===== src/rtl/mips_boot_pkg.sv =====
// rtl/mips_boot_pkg.sv - shared states and constants for the MIPS boot loader
package mips_boot_pkg;

   typedef enum logic [2:0] {
      HDR_HI,
      HDR_LO,
      PAYLOAD,
      CHECK,
      DONE,
      ERR
   } boot_state_t;

   localparam int BYTES_PER_WORD = 4;
   localparam int HDR_BYTES      = 2;

   // States in which the loader consumes frame bytes
   function automatic logic state_accepts(input boot_state_t s);
      return (s == HDR_HI) || (s == HDR_LO) || (s == PAYLOAD) || (s == CHECK);
   endfunction

endpackage


===== src/rtl/mips_boot_loader_byte_packer.sv =====
// rtl/mips_boot_loader_byte_packer.sv - big-endian byte-to-word assembler
module mips_boot_byte_packer
   import mips_boot_pkg::*;
#(
   parameter int DATA_WIDTH = 32
) (
   input  logic                  clk,
   input  logic                  rst,
   input  logic                  restart,
   input  logic                  accept,
   input  logic [7:0]            byte_in,
   output logic [DATA_WIDTH-1:0] word_next,
   output logic                  word_complete
);

   logic [1:0]            byte_cnt;
   // Only the three leading bytes need storage; the fourth arrives with word_complete
   logic [DATA_WIDTH-9:0] shift_q;

   assign word_next     = {shift_q, byte_in};
   assign word_complete = accept && (byte_cnt == 2'(BYTES_PER_WORD - 1));

   always_ff @(posedge clk or posedge rst) begin
      if (rst) begin
         byte_cnt <= '0;
         shift_q  <= '0;
      end else if (restart) begin
         byte_cnt <= '0;
         shift_q  <= '0;
      end else if (accept) begin
         byte_cnt <= byte_cnt + 2'd1;
         shift_q  <= word_next[DATA_WIDTH-9:0];
      end
   end

endmodule


===== src/rtl/mips_boot_loader.sv =====
// rtl/mips_boot_loader.sv - framed byte-serial image loader holding the core in reset
module mips_boot_loader
   import mips_boot_pkg::*;
#(
   parameter int ADDR_WIDTH = 32,
   parameter int DATA_WIDTH = 32,
   parameter int MAX_WORDS  = 256
) (
   input  logic                  CLK,
   input  logic                  RST,
   input  logic [7:0]            byte_in,
   input  logic                  byte_valid,
   output logic                  byte_ready,
   input  logic                  restart,
   output logic                  imem_wr_en,
   output logic [ADDR_WIDTH-1:0] imem_wr_addr,
   output logic [DATA_WIDTH-1:0] imem_wr_data,
   output logic                  core_rst,
   output logic                  done,
   output logic                  error
);

   localparam int          IDX_W = $clog2(MAX_WORDS + 1);
   localparam logic [16:0] MAX_N = 17'(MAX_WORDS);

   boot_state_t           state, state_next;
   logic                  accept;
   logic                  pay_accept;
   logic [7:0]            hdr_hi;
   logic [15:0]           hdr_n;
   logic [15:0]           word_count;
   logic [IDX_W-1:0]      word_index;
   logic [7:0]            xor_acc;
   logic [DATA_WIDTH-1:0] word_next;
   logic                  word_complete;
   logic                  last_word;

   // Restart wins over a coincident byte, which is therefore never accepted
   assign accept     = byte_valid && byte_ready && !restart;
   assign pay_accept = accept && (state == PAYLOAD);
   assign hdr_n      = {hdr_hi, byte_in};
   assign last_word  = (16'(word_index) + 16'd1) == word_count;

   assign core_rst = (state != DONE);
   assign done     = (state == DONE);
   assign error    = (state == ERR);

   mips_boot_byte_packer #(
      .DATA_WIDTH(DATA_WIDTH)
   ) u_packer (
      .clk          (CLK),
      .rst          (RST),
      .restart      (restart),
      .accept       (pay_accept),
      .byte_in      (byte_in),
      .word_next    (word_next),
      .word_complete(word_complete)
   );

   always_comb begin
      state_next = state;
      if (restart) begin
         state_next = HDR_HI;
      end else begin
         case (state)
            HDR_HI:  if (accept) state_next = HDR_LO;
            HDR_LO: begin
               if (accept) begin
                  if ((hdr_n == 16'd0) || ({1'b0, hdr_n} > MAX_N)) state_next = ERR;
                  else                                             state_next = PAYLOAD;
               end
            end
            PAYLOAD: if (word_complete && last_word) state_next = CHECK;
            CHECK: begin
               if (accept) state_next = (byte_in == xor_acc) ? DONE : ERR;
            end
            default: state_next = state;
         endcase
      end
   end

   always_ff @(posedge CLK or posedge RST) begin
      if (RST) begin
         state        <= HDR_HI;
         byte_ready   <= 1'b0;
         hdr_hi       <= '0;
         word_count   <= '0;
         word_index   <= '0;
         xor_acc      <= '0;
         imem_wr_en   <= 1'b0;
         imem_wr_addr <= '0;
         imem_wr_data <= '0;
      end else begin
         state      <= state_next;
         byte_ready <= state_accepts(state_next);
         imem_wr_en <= 1'b0;
         // A completed word always writes, even if restart lands on the following cycle
         if (word_complete) begin
            imem_wr_en   <= 1'b1;
            imem_wr_addr <= ADDR_WIDTH'(word_index) << 2;
            imem_wr_data <= word_next;
         end
         if (restart) begin
            word_index <= '0;
            xor_acc    <= '0;
         end else if (accept) begin
            case (state)
               HDR_HI:  hdr_hi     <= byte_in;
               HDR_LO:  word_count <= hdr_n;
               PAYLOAD: begin
                  xor_acc <= xor_acc ^ byte_in;
                  if (word_complete) word_index <= word_index + 1'b1;
               end
               default: ;
            endcase
         end
      end
   end

endmodule

===== config.mk =====
export PLATFORM = sky130hd
export DESIGN_NAME = mips_boot_loader
export DESIGN_NICKNAME = d
export VERILOG_FILES = /design/src/rtl/mips_boot_pkg.sv /design/src/rtl/mips_boot_loader_byte_packer.sv /design/src/rtl/mips_boot_loader.sv
export SDC_FILE = /design/constraint.sdc
export NUM_CORES = 1
export LEC_CHECK = 0
export CELL_PAD_IN_SITES_DETAIL_PLACEMENT = 0
export CELL_PAD_IN_SITES_GLOBAL_PLACEMENT = 1
export CORE_MARGIN = 1
export CORE_UTILIZATION = 39
export CTS_CLUSTER_DIAMETER = 40
export DETAILED_ROUTE_END_ITERATION = 8
export PLACE_DENSITY = 0.82
export SLEW_MARGIN = 15
export SYNTH_ARGS = -nofsm -noshare
export SYNTH_HDL_FRONTEND = slang
export SYNTH_SLANG_ARGS = --single-unit

===== constraint.sdc =====
create_clock -name CLK -period 4.55 [get_ports CLK]
set_input_delay 1.365 -clock CLK [delete_from_list [all_inputs] [get_ports CLK]]
set_output_delay 1.365 -clock CLK [all_outputs]
set_load 0.005 [all_outputs]

== Yosys cells after proc, flatten, opt, wreduce, memory -nomap -nowiden ==
Cells that the tools add are included.
Storage, ports and cells
  register bits after elaboration: 113
  bits of input ports: 12
Cells by class
  add/subtract/negate cells: 3
  order comparisons: 1
  eq/ne operators: 12
  multiplexer cells: 20
  bitwise gates (word level): 2
  reduce and logical (&&, ||, !) cells: 21
Operator list (count)
  $mux W24: 2
  $mux W9: 4
  $mux W8: 3
  $mux W3: 6
  $eq A10 B16 Y1: 1
  $gt A16 B9 Y1 const B: 1
  $logic_not A16 Y1: 1
  $eq A3 B2 Y1 const B: 4
  $pmux W3 S4: 1
  $add A9 B1 Y10 const B: 1
  $add A9 B1 Y9 const B: 1
  $reduce_and A3 Y1: 3
  $eq A8 B8 Y1: 1
  $reduce_bool A2 Y1: 4
  $xor A8 B8 Y8: 1
  $eq A3 B1 Y1 const B: 2
  $eq A3 B3 Y1 const B: 2
  $logic_not A3 Y1: 2
  $logic_and A1 B1 Y1: 5
  $logic_or A1 B1 Y1: 4
  $mux W2: 2
  $ne A3 B3 Y1 const B: 1
  $add A2 B1 Y2 const B: 1
  $eq A2 B2 Y1 const B: 1
  4 further kinds: 5

== Logic depth before layout (Yosys ltp) ==
  depth after elaboration: 12
  gate-level depth with buffers: 7

== Cells and area by module ==
From an unflattened synthesis, not the netlist that was laid out.
Second synthesis, totals
  cells, all modules: 432
  area total of the unflattened synthesis: 5307.6 µm²
By module, submodules not included
  mips_boot_loader: times used 1, cells each 337, area an instance 4149.0 µm²
  mips_boot_byte_packer: times used 1, cells each 95, area an instance 1158.6 µm²

== Worst setup path after synthesis ==
OpenSTA, ideal clock, no wires.
  path kind: input -> register
  start point: input port byte_in[4]
  end point: register state[2]
  library setup time: 0.119 ns
  data arrival time: 2.448 ns
  slack: 1.983 ns
  stages on the path: 5
  cell sequence: or4_4 -> o21ai_1 -> nor3b_2 -> nor2_1 -> o21ba_1
Between the ends
  longest elaborated chain between the ends: 6
  elaborated cells on any way between the ends: 7
  those cells by class: 1 x order compare; 4 x mux; 2 x reduce/logical
RTL lines
  start, declared: RTL line mips_boot_loader.sv:11  | input logic [7:0] byte_in,
  $gt A16 B9 Y1 or $logic_not A16 Y1 (tied branches): RTL line mips_boot_loader.sv:69  | if ((hdr_n == 16'd0) || ({1'b0, hdr_n} > MAX_N)) state_next = ERR;
  $logic_or A1 B1 Y1 *: RTL line mips_boot_loader.sv:69
  $mux W3 *: RTL line mips_boot_loader.sv:69
  $mux W3 *: RTL line mips_boot_loader.sv:68  | if (accept) begin
  $pmux W3 S4 *: RTL line mips_boot_loader.sv:65  | case (state)
  $mux W3 *: RTL line mips_boot_loader.sv:62  | if (restart) begin
  net state_next[2]: RTL line mips_boot_loader.sv:26  | boot_state_t state, state_next;
  end signal, assigned: RTL line mips_boot_loader.sv:94  | state <= state_next;
  end, declared: RTL line mips_boot_loader.sv:26
The timed path passes the listed nets; every way through them passes the cells marked *.
A chain may end at the register's enable or synchronous reset.

== Worst setup path in the final report ==
  start point: register state[1]
  end point: output port done
Between the ends
  longest elaborated chain between the ends: 1
RTL lines
  $eq A3 B3 Y1: RTL line mips_boot_loader.sv:45  | assign done = (state == DONE);
  end, declared: RTL line mips_boot_loader.sv:19  | output logic done,
Every way passes these cells.

==> flow_summary.yaml <==
status:
  status: "finished clean"
worst_hold_path:
  hold_class: "register to register"
drt:
  drt.antenna.violating_nets: 0
  via_per_inst: 4.95
  avgRoutedWirePerCell_um: 15.4
  firstDrtPassIters: 4
  drt_iter0_markers: 202
  remaining_drc_errors: 0
  wl_mm: 10.5
  dr_total_vias: 3386
floorplanning:
  die_area_um2: 13600
  ios: 81
  core_area_um2: 12700
  die_w_um: 117
  start_util_pct: 40.4
  fp.dieH_um: 117
  fp-row-count: 41
sta:
  skew_ns: 0.0105
  hold_viol: 0
  final-setup-viol-count: 0
  rsz0062_at_grt: "no"
  tns_ns: 0
  worst_slew_pin_slew_ns: 0.861
  maxSlewHeadroom_pct: 42.5
  period_minus_slack_ns: 3.32
  fmax_ghz: 0.301
  maxSlewViolCount: 0
  period_share_pct: 73.1
placement:
  hpwlAfterDp_mm: 7.04
  numPortBuffers: 57
  place_congestion: 0.779
logic_synthesis:
  yosysWarnings: 0
  synth.distinct_cells: 50
  yosys.area.top_type_share_pct: 55.1
  syn_area_um2: 5130
  netlist_instances: 441
  yosysTopAreaCell: "dfrtp_1"
  syn_avg_cell_area_um2: 11.6
  yosysSeqAreaShare_pct: 55.1
  ys.flop_type: "dfrtp_1"
  synthArstFlopShare_pct: 100
  yosys_register_bits: 113
  synth_area_leaders: "dfrtp_1 (55%), mux2_2 (14%), nand2_1 (4.2%), buf_4 (4.1%), xnor2_1 (3.2%)"
  synth_edf_count: 0
global_routing:
  met1_usage_pct: 24.7
  grt_max_degree: 60
  gr-total-overflow: 0
  grt_pass1_wl_mm: 17.8
  grt_pass1_vias: 3353
  busiest_layer: "met2"
  grt_use_met3_pct: 4.67
  antenna_found_initial: 0
  grtUsageMet2_pct: 26.0
  grt_usage_pct: 17.3
power_and_ir_drop:
  p_int_w: 0.00198
  p_clk_share_pct: 47.6
  sequentialPowerShare_pct: 43.9
  comb_power_share_pct: 8.5
  ir_drop_v: 0.000235
  p_leak_nw: 2.77
  netSwitchingPower_w: 0.000666
  powerDensity_nw_per_um2: 417
  swShare_pct: 25.2
layout:
  area_growth_pct: 23.5
  fin_util_pct: 49.9
  fin_nets: 513
  final_layout_size_suffix_gt1_share_pct: 22.3
  antenna-diode-count: 0
clock_tree:
  numCtsBuffers: 17
  cts_resized: 0
  clockBufferDepth: 2
  hold_buffers: 0
  root_buffer: "clkbuf_16"
  cts_setup_buffers: 0
  cts_tree: "yes"
  clk_pin_slew_worst_paths_ns: 0.06
  htreeDepth: 4
  clock_sinks: 113
  clock_latency_ns: 0.40
run:
  cap_violations: 0
critical_path:
  crit_required_ns: 3.18
  worst-setup-path-type: "register to output port"
  start_kind: "register"
  critPathArrivalTime_ns: 1.96
  critPathMaxFanout: 8
  end_kind: "output port"
## metal layers
metal | up-vias | share of wire, % | routed length [µm]
met3 | 2 | 4.1 | 436
met2 | 91 | 47 | 4960
met5 | - | 0 | 0
met1 | 1712 | 48 | 5100
li1 | 1581 | - | -
met4 | 0 | 0.46 | 49
## metrics by stage
stage          total power [W]  cells  setup slack, ns  cell area, µm²  hold WS [ns]
2_1_floorplan          0.00134    463            0.198            5220         0.479
3_3_place_gp           0.00139    652             1.20            5770         0.490
3_5_place_dp           0.00140    652             1.16            5770         0.495
4_1_cts                0.00267    684             1.22            6340         0.507
5_1_grt                0.00275    684             1.17            6340         0.516
6_report               0.00265    684             1.23            6340         0.503
## cells in the mapped netlist (2+ instances only)
cell type	count
nand4_1	3
nor3_1	9
or4_4	2
inv_1	5
xor2_1	16
nor2_1	26
mux2_1	2
dfrtp_1	113
nand2_1	58
buf_4	28
mux2_2	63
a2111oi_0	2
a211o_1	2
clkbuf_1	8
xnor2_1	19
buf_2	7
nor4_1	6
ha_1	2
and2_1	2
mux2i_1	3
a21oi_1	29
nand3_1	8
## placed cells by master, fill, tap and decap left out, drive strengths merged, types with 2 or more instances in the layout
cell type and instances:
nand4 3, conb 23, o21ai 2, ha 2, xor2 16, or2 2
clkbuf 18, and3b 2, xnor2 19, a2111oi 2, a21oi 29, or4 2
nor3 10, buf 4, nand2 59, dfrtp 113, and2 3, a211o 2
nor4 6, mux2i 3, and4 2, clkdlybuf4s50 57, mux2 65, inv 9
clkinvlp 2, clkinv 7, nand3 9, nor2 27
## layout make-up
type,count,area [µm²]
Timing Repair Buffer,61,626
Clock buffer,18,439
Multi-Input combinational cell,301,2080
Fill cell,1159,6380
Tap cell,172,215
Clock inverter,14,130
Inverter,5,21.3
Sequential cell,113,2830
## worst max-delay path, stage by stage, from the launching register on
cell and delay (ns):
dfrtp_1 0.46, or3b_2 0.53, inv_1 0.07, clkdlybuf4s50_1 0.49
## logic make-up after synthesis
group / after synthesis / share of synthesized area [%]
DFF: 113 / 55.1
AOI/OAI and AO/OA: 42 / 4.90
xor gates and xnor gates: 35 / 5.97
and+or+nand+nor: 131 / 12.7
buffers and inverters: 49 / 5.95
other: 1 / 0.0730
adders and majority gates: 2 / 0.487
muxes: 68 / 14.8
## final timing paths
kind                                  startpoint          endpoint  slack, ns  cells after the start
worst max-delay path                    state[1]              done       1.23                      3
worst min-delay path            imem_wr_data[23]  imem_wr_data[23]       0.50                      1
worst max register to register          state[2]   imem_wr_addr[3]       2.52                      5
worst min register to register  imem_wr_data[23]  imem_wr_data[23]       0.50                      1
max in group asynchronous                    RST     word_count[2]       2.36                      3
min in group asynchronous                    RST  imem_wr_data[26]       1.43                      2
## sequential cells by signal (all words and copies together) (netlist names)
register,cells
byte_ready,1
hdr_hi,8
imem_wr_addr,9
imem_wr_data,32
imem_wr_en,1
state,3
u_packer.byte_cnt,2
u_packer.shift_q,24
word_count,16
word_index,9
xor_acc,8
## power by group through the flow
stage	sequential, W	combinational (W)	clock, W
2_1_floorplan	0.00115	0.000186	0
3_3_place_gp	0.00117	0.000217	0
3_5_place_dp	0.00118	0.000226	0
4_1_cts	0.00116	0.000228	0.00128
5_1_grt	0.00117	0.000250	0.00133
6_report	0.00116	0.000226	0.00126
(Power assumes the default switching activity.)
